===== config.mk =====
export PLATFORM = sky130hd
export DESIGN_NAME = vga_rx_flat
export DESIGN_NICKNAME = d
export VERILOG_FILES = /design/src/rtl/vga_rx_if.sv /design/src/rtl/vga_rx.sv /design/src/flat_wrapper.sv
export SDC_FILE = /design/constraint.sdc
export NUM_CORES = 1
export LEC_CHECK = 0
export BUFFER_PORTS_ARGS = -buffer_cell sky130_fd_sc_hd__clkbuf_2
export CORE_MARGIN = 8
export CORE_UTILIZATION = 30
export CTS_CLUSTER_SIZE = 16
export DETAILED_ROUTE_END_ITERATION = 8
export HOLD_SLACK_MARGIN = 0.06
export PLACE_DENSITY_LB_ADDON = 0.05
export SYNTH_ARGS = -nofsm -noshare
export SYNTH_HDL_FRONTEND = slang
export SYNTH_SLANG_ARGS = --single-unit
export TNS_END_PERCENT = 100

===== constraint.sdc =====
create_clock -name pix_clk -period 19.75 [get_ports pix_clk]
set_input_delay 1.975 -clock pix_clk [delete_from_list [all_inputs] [get_ports pix_clk]]
set_output_delay 1.975 -clock pix_clk [all_outputs]
set_load 0.03 [all_outputs]

===== src/rtl/vga_rx_if.sv =====
// vga_rx_if: VGA timing/pixel inputs and recovered frame outputs of vga_rx.
interface vga_rx_if;
    logic        hsync, vsync, vid_active;
    logic [7:0]  pix_R, pix_G, pix_B;
    logic        out_valid;
    logic [11:0] out_x, out_y;
    logic [7:0]  out_R, out_G, out_B;
    logic        frame_start;
    logic [11:0] h_total, h_active, v_total, v_active;
    logic [23:0] frame_sum;
    logic        locked, timing_err;
    modport slave (
        input  hsync, vsync, vid_active, pix_R, pix_G, pix_B,
        output out_valid, out_x, out_y, out_R, out_G, out_B, frame_start,
               h_total, h_active, v_total, v_active, frame_sum, locked, timing_err
    );
    modport master (
        output hsync, vsync, vid_active, pix_R, pix_G, pix_B,
        input  out_valid, out_x, out_y, out_R, out_G, out_B, frame_start,
               h_total, h_active, v_total, v_active, frame_sum, locked, timing_err
    );
endinterface


===== src/rtl/vga_rx.sv =====
// vga_rx: recovers pixel coordinates, frame timing, checksum and lock status from a VGA stream.
module vga_rx #(
    parameter bit HS_ACTIVE   = 1'b0,
    parameter bit VS_ACTIVE   = 1'b0,
    parameter int LOCK_FRAMES = 2
) (
    input logic     pix_clk,
    input logic     rst,
    vga_rx_if.slave bus
);
    typedef enum logic [1:0] {IDLE, CHECK, LOCKED} state_t;
    function automatic logic [11:0] inc12(input logic [11:0] x);
        return (x == 12'hfff) ? x : x + 12'd1;
    endfunction
    logic        hs1_q, vs1_q, act1_q, hs2_q, vs2_q;
    logic [7:0]  r1_q, g1_q, b1_q;
    logic [11:0] lc_q, line_len_q, ac_q, yc_q, vt_q, vact_q, ha_q;
    logic [23:0] sum_q, frame_sum_q;
    logic        out_valid_q, frame_start_q;
    logic [11:0] out_x_q, out_y_q, h_total_q, h_active_q, v_total_q, v_active_q;
    logic [7:0]  out_r_q, out_g_q, out_b_q;
    state_t      state_q, state_d;
    logic [3:0]  mc_q, mc_d;
    logic [47:0] ref_q, ref_d, meas;
    logic        te_q, te_d, hs_edge, vs_edge, line_act, match;

    assign hs_edge  = (hs1_q == HS_ACTIVE) && (hs2_q != HS_ACTIVE);
    assign vs_edge  = (vs1_q == VS_ACTIVE) && (vs2_q != VS_ACTIVE);
    assign line_act = hs_edge && (ac_q != 12'd0);
    assign meas     = {line_len_q, ha_q, vt_q, vact_q};
    // A frame without any hsync can never count as a good measurement.
    assign match    = (meas == ref_q) && (vt_q != 12'd0);

    always_ff @(posedge pix_clk or posedge rst) begin
        if (rst) begin
            hs1_q  <= !HS_ACTIVE;
            hs2_q  <= !HS_ACTIVE;
            vs1_q  <= !VS_ACTIVE;
            vs2_q  <= !VS_ACTIVE;
            act1_q <= 1'b0;
            r1_q   <= 8'd0;
            g1_q   <= 8'd0;
            b1_q   <= 8'd0;
        end else begin
            hs1_q  <= bus.hsync;
            hs2_q  <= hs1_q;
            vs1_q  <= bus.vsync;
            vs2_q  <= vs1_q;
            act1_q <= bus.vid_active;
            r1_q   <= bus.pix_R;
            g1_q   <= bus.pix_G;
            b1_q   <= bus.pix_B;
        end
    end

    // On a coincident vsync/hsync, the hsync opens line 1 of the new frame.
    always_ff @(posedge pix_clk or posedge rst) begin
        if (rst) begin
            lc_q          <= 12'd0;
            line_len_q    <= 12'd0;
            ac_q          <= 12'd0;
            yc_q          <= 12'd0;
            vt_q          <= 12'd0;
            vact_q        <= 12'd0;
            ha_q          <= 12'd0;
            sum_q         <= 24'd0;
            out_valid_q   <= 1'b0;
            out_x_q       <= 12'd0;
            out_y_q       <= 12'd0;
            out_r_q       <= 8'd0;
            out_g_q       <= 8'd0;
            out_b_q       <= 8'd0;
            frame_start_q <= 1'b0;
            h_total_q     <= 12'd0;
            h_active_q    <= 12'd0;
            v_total_q     <= 12'd0;
            v_active_q    <= 12'd0;
            frame_sum_q   <= 24'd0;
        end else begin
            lc_q          <= hs_edge ? 12'd0 : inc12(lc_q);
            line_len_q    <= hs_edge ? inc12(lc_q) : line_len_q;
            ac_q          <= hs_edge ? 12'd0 : (act1_q ? inc12(ac_q) : ac_q);
            yc_q          <= vs_edge ? {11'd0, line_act} : (line_act ? inc12(yc_q) : yc_q);
            vt_q          <= vs_edge ? {11'd0, hs_edge} : (hs_edge ? inc12(vt_q) : vt_q);
            vact_q        <= vs_edge ? {11'd0, line_act} : (line_act ? inc12(vact_q) : vact_q);
            ha_q          <= line_act ? ac_q : (vs_edge ? 12'd0 : ha_q);
            sum_q         <= (vs_edge ? 24'd0 : sum_q) +
                             (act1_q ? 24'(r1_q) + 24'(g1_q) + 24'(b1_q) : 24'd0);
            out_valid_q   <= act1_q;
            out_x_q       <= act1_q ? ac_q : out_x_q;
            out_y_q       <= act1_q ? yc_q : out_y_q;
            out_r_q       <= act1_q ? r1_q : out_r_q;
            out_g_q       <= act1_q ? g1_q : out_g_q;
            out_b_q       <= act1_q ? b1_q : out_b_q;
            frame_start_q <= vs_edge;
            h_total_q     <= vs_edge ? line_len_q : h_total_q;
            h_active_q    <= vs_edge ? ha_q : h_active_q;
            v_total_q     <= vs_edge ? vt_q : v_total_q;
            v_active_q    <= vs_edge ? vact_q : v_active_q;
            frame_sum_q   <= vs_edge ? sum_q : frame_sum_q;
        end
    end

    always_ff @(posedge pix_clk or posedge rst) begin
        if (rst) begin
            state_q <= IDLE;
            mc_q    <= 4'd0;
            ref_q   <= 48'd0;
            te_q    <= 1'b0;
        end else begin
            state_q <= state_d;
            mc_q    <= mc_d;
            ref_q   <= ref_d;
            te_q    <= te_d;
        end
    end

    always_comb begin
        state_d = state_q;
        mc_d    = mc_q;
        ref_d   = ref_q;
        te_d    = 1'b0;
        if (vs_edge) begin
            ref_d = meas;
            case (state_q)
                IDLE: begin
                    state_d = CHECK;
                    mc_d    = 4'd0;
                end
                CHECK: begin
                    mc_d    = match ? mc_q + 4'd1 : 4'd0;
                    state_d = (mc_d == 4'(LOCK_FRAMES)) ? LOCKED : CHECK;
                end
                default: begin
                    state_d = match ? LOCKED : CHECK;
                    mc_d    = match ? mc_q : 4'd0;
                    te_d    = !match;
                end
            endcase
        end
    end

    assign bus.out_valid   = out_valid_q;
    assign bus.out_x       = out_x_q;
    assign bus.out_y       = out_y_q;
    assign bus.out_R       = out_r_q;
    assign bus.out_G       = out_g_q;
    assign bus.out_B       = out_b_q;
    assign bus.frame_start = frame_start_q;
    assign bus.h_total     = h_total_q;
    assign bus.h_active    = h_active_q;
    assign bus.v_total     = v_total_q;
    assign bus.v_active    = v_active_q;
    assign bus.frame_sum   = frame_sum_q;
    assign bus.locked      = (state_q == LOCKED);
    assign bus.timing_err  = te_q;
endmodule

===== src/flat_wrapper.sv =====
// flat-port wrapper written by rule: the top's interface ports become plain ports
module vga_rx_flat 
#(
    parameter bit HS_ACTIVE   = 1'b0,
    parameter bit VS_ACTIVE   = 1'b0,
    parameter int LOCK_FRAMES = 2
)
  (pix_clk, rst, bus_hsync, bus_vsync, bus_vid_active, bus_pix_R, bus_pix_G, bus_pix_B, bus_out_valid, bus_out_x, bus_out_y, bus_out_R, bus_out_G, bus_out_B, bus_frame_start, bus_h_total, bus_h_active, bus_v_total, bus_v_active, bus_frame_sum, bus_locked, bus_timing_err);
  vga_rx_if bus_i ();
  input logic pix_clk;
  input logic rst;
  input wire logic [$bits(bus_i.hsync)-1:0] bus_hsync;
  input wire logic [$bits(bus_i.vsync)-1:0] bus_vsync;
  input wire logic [$bits(bus_i.vid_active)-1:0] bus_vid_active;
  input wire logic [$bits(bus_i.pix_R)-1:0] bus_pix_R;
  input wire logic [$bits(bus_i.pix_G)-1:0] bus_pix_G;
  input wire logic [$bits(bus_i.pix_B)-1:0] bus_pix_B;
  output wire logic [$bits(bus_i.out_valid)-1:0] bus_out_valid;
  output wire logic [$bits(bus_i.out_x)-1:0] bus_out_x;
  output wire logic [$bits(bus_i.out_y)-1:0] bus_out_y;
  output wire logic [$bits(bus_i.out_R)-1:0] bus_out_R;
  output wire logic [$bits(bus_i.out_G)-1:0] bus_out_G;
  output wire logic [$bits(bus_i.out_B)-1:0] bus_out_B;
  output wire logic [$bits(bus_i.frame_start)-1:0] bus_frame_start;
  output wire logic [$bits(bus_i.h_total)-1:0] bus_h_total;
  output wire logic [$bits(bus_i.h_active)-1:0] bus_h_active;
  output wire logic [$bits(bus_i.v_total)-1:0] bus_v_total;
  output wire logic [$bits(bus_i.v_active)-1:0] bus_v_active;
  output wire logic [$bits(bus_i.frame_sum)-1:0] bus_frame_sum;
  output wire logic [$bits(bus_i.locked)-1:0] bus_locked;
  output wire logic [$bits(bus_i.timing_err)-1:0] bus_timing_err;
  assign bus_i.hsync = bus_hsync;
  assign bus_i.vsync = bus_vsync;
  assign bus_i.vid_active = bus_vid_active;
  assign bus_i.pix_R = bus_pix_R;
  assign bus_i.pix_G = bus_pix_G;
  assign bus_i.pix_B = bus_pix_B;
  assign bus_out_valid = bus_i.out_valid;
  assign bus_out_x = bus_i.out_x;
  assign bus_out_y = bus_i.out_y;
  assign bus_out_R = bus_i.out_R;
  assign bus_out_G = bus_i.out_G;
  assign bus_out_B = bus_i.out_B;
  assign bus_frame_start = bus_i.frame_start;
  assign bus_h_total = bus_i.h_total;
  assign bus_h_active = bus_i.h_active;
  assign bus_v_total = bus_i.v_total;
  assign bus_v_active = bus_i.v_active;
  assign bus_frame_sum = bus_i.frame_sum;
  assign bus_locked = bus_i.locked;
  assign bus_timing_err = bus_i.timing_err;
  vga_rx #(.HS_ACTIVE(HS_ACTIVE), .VS_ACTIVE(VS_ACTIVE), .LOCK_FRAMES(LOCK_FRAMES)) u_core (.pix_clk(pix_clk), .rst(rst), .bus(bus_i));
endmodule

==> impl_summary.txt <==
----------------------------------------------------
[Worst setup path]
  Crit Path Max Fanout ... 12
  Register-to-Register Path Depth ... 20
  Critical path endpoint category ... flip-flop
  Worst setup path class ... reg2reg
  List of cells traversed by the critical path ... ha_1 -> inv_1 -> fa_1 -> nor2b_1 -> o21ai_0 -> nor2b_1 -> xnor2_1 -> ha_1 -> nand2_1 -> o21ai_0 -> nor2_1 -> xnor2_1 -> and2_1 -> ha_1 -> nand3_1 -> a21o_1 -> a311oi_2 -> a31oi_1 -> or4_1 -> a21oi_1
  Data required time of the critical path ... 20,190 ps
  Critical path launch point type ... flip-flop
  R2r endpoint ... u_core.sum_q[23]
  Worst endpoint data arrival time ... 5160 ps
  Slowest stage delay, CP ... 580 ps
  Crit Reg-Reg Startpoint ... u_core.g1_q[0]
  Slack of the worst reg-to-reg path ... 15,020 ps
  Worst path most repeated cell ... ha_1
  Slowest cell on crit path ... or4_1

[Power and ir drop]
  Maximum resistive drop on vdd ... 58.8 uV
  Leakage ... 0.00741 uW
  Power Dens Cells ... 110 nW/um2

[Synthesis]
  Parity-gate share of the synthesized area counting xor and xnor cells ... 7.77%
  Compound-cell area share of the yosys netlist ... 7.83%
  Share of the synthesized area in the top cell type ... 53.3%
  Average cell area after synthesis ... 10.2 um2
  Dominant combinational cell family by area after synthesis ... simple AND/OR/NAND/NOR gates
  Number of warnings printed during yosys synthesis ... 0
  Count of flip-flops with a built-in enable after synthesis ... 0
  Number of distinct library cell variants in the gate-level netlist after synthesis ... 57
  Sequential-to-total area share from yosys stat ... 54.2%
  Post-synthesis share of cell area spent on full adders, half adders and majority gates ... 3.95%
  Number of instances in the synthesized netlist ... 1,211
  Mapped Area ... 12,300 um2
  Fraction of the mapped netlist area in simple logic gates ... 18.8%
  Dominant synthesized flop cell ... dfrtp_1
  Async S/R FF share, synth ... 100%
  Synth Net Count ... 1,277
  Multiplexer fraction of the synthesized cell area ... 4.72%
  Post-synth top area cell ... dfrtp_1
  Synth area leaders ... dfrtp_1, nand2_1, xor2_1
  Number of storage elements in the synthesis netlist ... 266

[Detailed routing]
  Remaining antenna violation count after routing ... 0
  DRC errors left ... 0
  Via/cell ratio ... 4.66
  Routed length per instance ... 17.3 um
  Starting DRC count in detailed routing ... 543
  1st-pass router iterations ... 6
  Post-detailed-routing wire length ... 33,000 um
  Via count of the routed design ... 8,922

[STA]
  Maximum clock frequency ... 212 MHz
  Final hold viol count ... 0
  Final critical-path share of the clock period ... 23.9%
  Rel. slew slack ... 33.5%
  Final setup violation count ... 0
  Worst clock skew ... 10.4 ps
  Worst Max-Slew Pin Slew ... 997 ps
  Unrepaired setup endpoints after global routing ... false
  Number of max-slew violations in the final report ... 0
  Setup_tns ... 0 ps
  Post-layout minimum cycle time ... 4730 ps

[Global routing]
  Met3 usage ... 3.04%
  Pin count of the biggest net entering global routing ... 84
  Gr busiest metal ... met2
  Sum of overflow across all layers after global routing ... 0
  Antenna violations before repair ... 0
  Grt met2 use ... 22.8%
  Fraction of met1 tracks used by global routing ... 18.1%
  Global-route wire length before repair ... 53,100 um
  Number of global-route vias before repair ... 9,117
  Tot GR Track Use ... 14.0%

[Finish]
  Synth-to-Final Area Change ... 20.1%
  Most common cell after layout, fill and taps aside ... nand2_1
  Antenna cells ... 0
  Net count of the finished layout ... 1,422
  Commonest cells after routing, fill and taps aside ... nand2_1, dfrtp_1, clkbuf_2
  Final Non-Filler Cells ... 1,913
  Fraction of final layout cells with drive strength greater than 1 ... 20.6%
  Number of filler instances in the final layout ... 4,125

[Min path]
  Worst hold stages ... 0
  Worst hold path endpoint ... u_core.vs2_q
  Hold path startpoint ... u_core.vs1_q
  Type of the most critical hold path ... reg2reg

[Place]
  Dpl hpwl ... 22,500 um
  Number of port buffers ... 152
  Placed cells ... 1,851
  Placer's final routability congestion estimate ... 0.727

[Clocking]
  Clock Sinks ... 266
  Clock tree from TritonCTS ... yes
  Hold buffer count at cts ... 0
  Skew-Pair Late Insertion Delay ... 520 ps
  CTS max path bufs ... 3
  Clock transition at path regs ... 60 ps
  Post-CTS Setup Repair Bufs ... 0
  Count of instances resized after the clock tree is built ... 0
  CTS buffer count ... 35
  # H-tree levels ... 2
  Clock Tree Root ... clkbuf_16

[Die]
  Total core area ... 40,600 um2
  Die footprint ... 47,700 um2
  Cell Rows ... 74
  Overall die width ... 218 um
  Starting utilization of the core area ... 30.2%
  Height of the chip ... 218 um
  Count of boundary I/O pins ... 153

[Status]
  Status ... completed

[Run]
  # Max-Cap Violations ... 0

----------------------------------------------------
-- layer usage --
metal / vias to the layer above / wire length (um)
li1: 4392 / -
met1: 4318 / 15000
met2: 167 / 15700
met3: 45 / 1590
met4: 0 / 756
met5: - / 0
-- Yosys cell counts, types with 6 or more instances --
master,n
and2_1,14
dfrtp_1,262
or3_1,14
nand2_1,282
nor4_1,18
buf_1,9
inv_1,26
a21o_1,10
nor2_1,81
xnor2_1,35
nor2b_1,6
a21oi_1,32
ha_1,34
o21ai_0,56
o21a_1,8
mux2_2,48
clkbuf_1,31
nand4_1,18
nand3_1,34
and3_1,12
xor2_1,74
nor3_1,18
buf_2,10
o31ai_1,6
-- flip-flops by register name (all words and copies together), names as in the netlist, 2 cells and up --
name                  cells
u_core.ref_q             47
u_core.ha_q              12
u_core.sum_q             24
u_core.state_q            2
u_core.bus.out_y         12
u_core.line_len_q        12
u_core.r1_q               8
u_core.bus.out_B          8
u_core.bus.out_R          8
u_core.bus.out_x         12
u_core.b1_q               8
u_core.g1_q               8
u_core.vt_q              12
u_core.mc_q               4
u_core.yc_q              12
u_core.bus.out_G          8
u_core.lc_q              12
u_core.ac_q              12
u_core.vact_q            12
u_core.bus.frame_sum     24
-- kinds of logic (layout without fill, tap and decap cells) --
logic type	after synthesis	count (layout)
buffers and inverters	80	250
AND/OR/NAND/NOR	518	518
flip-flops	266	266
multiplexers	52	52
adder cells (fa/ha/maj)	37	37
AO/OA/AOI/OAI	149	149
XOR/XNOR	109	109
-- stage by stage --
stage	hold WS (ps)	power [uW]	setup WS, ps	area, um2	utilization [%]
6_report	376	1630	15020	14800	36.3
5_1_grt	385	1730	14510	14800	36.3
4_1_cts	378	1670	14970	14800	36.3
3_5_place_dp	361	991	14960	13600	33.4
3_3_place_gp	364	991	15070	13600	33.4
2_1_floorplan	351	884	10460	12300	-
-- layout make-up --
type | instances | area (um2) | area share (%)
Clock buffer | 53 | 1070 | 7.22
Timing Repair Buffer | 162 | 836 | 5.66
Multi-Input combinational cell | 865 | 5300 | 35.9
Tap cell | 532 | 666 | 4.51
Inverter | 26 | 106 | 0.721
Sequential cell | 266 | 6660 | 45.1
Clock inverter | 9 | 124 | 0.839
-- worst max-delay path by stage --
| stage | slack (ps) | cells past startpoint | from | end |
|---|---|---|---|---|
| final | 15020 | 20 | u_core.g1_q[0] | u_core.sum_q[23] |
| after global routing | 14510 | 19 | u_core.g1_q[0] | u_core.sum_q[21] |
| after CTS | 14970 | 20 | u_core.g1_q[0] | u_core.sum_q[23] |
| after detailed placement | 14960 | 20 | u_core.g1_q[0] | u_core.sum_q[23] |
| after global placement | 15070 | 20 | u_core.g1_q[0] | u_core.sum_q[23] |
| after floorplan | 10460 | 1 | rst | u_core.ac_q[0] |
-- critical path, delay by kind of cell, from the launching register on --
| family | cells | cell delay, ps |
|---|---|---|
| flip-flops | 1 | 350 |
| adder cells (fa/ha/maj) | 4 | 1200 |
| buffers and inverters | 1 | 50 |
| AO/OA/AOI/OAI | 6 | 1530 |
| XOR/XNOR | 2 | 260 |
| AND/OR/NAND/NOR | 7 | 1250 |
-- where the power goes --
part	internal [uW]	switching, uW
Sequential	601	52.5
Combinational	113	207
Clock	411	245
Total	1120	504
No activity file was read; power rests on OpenSTA's default activity.
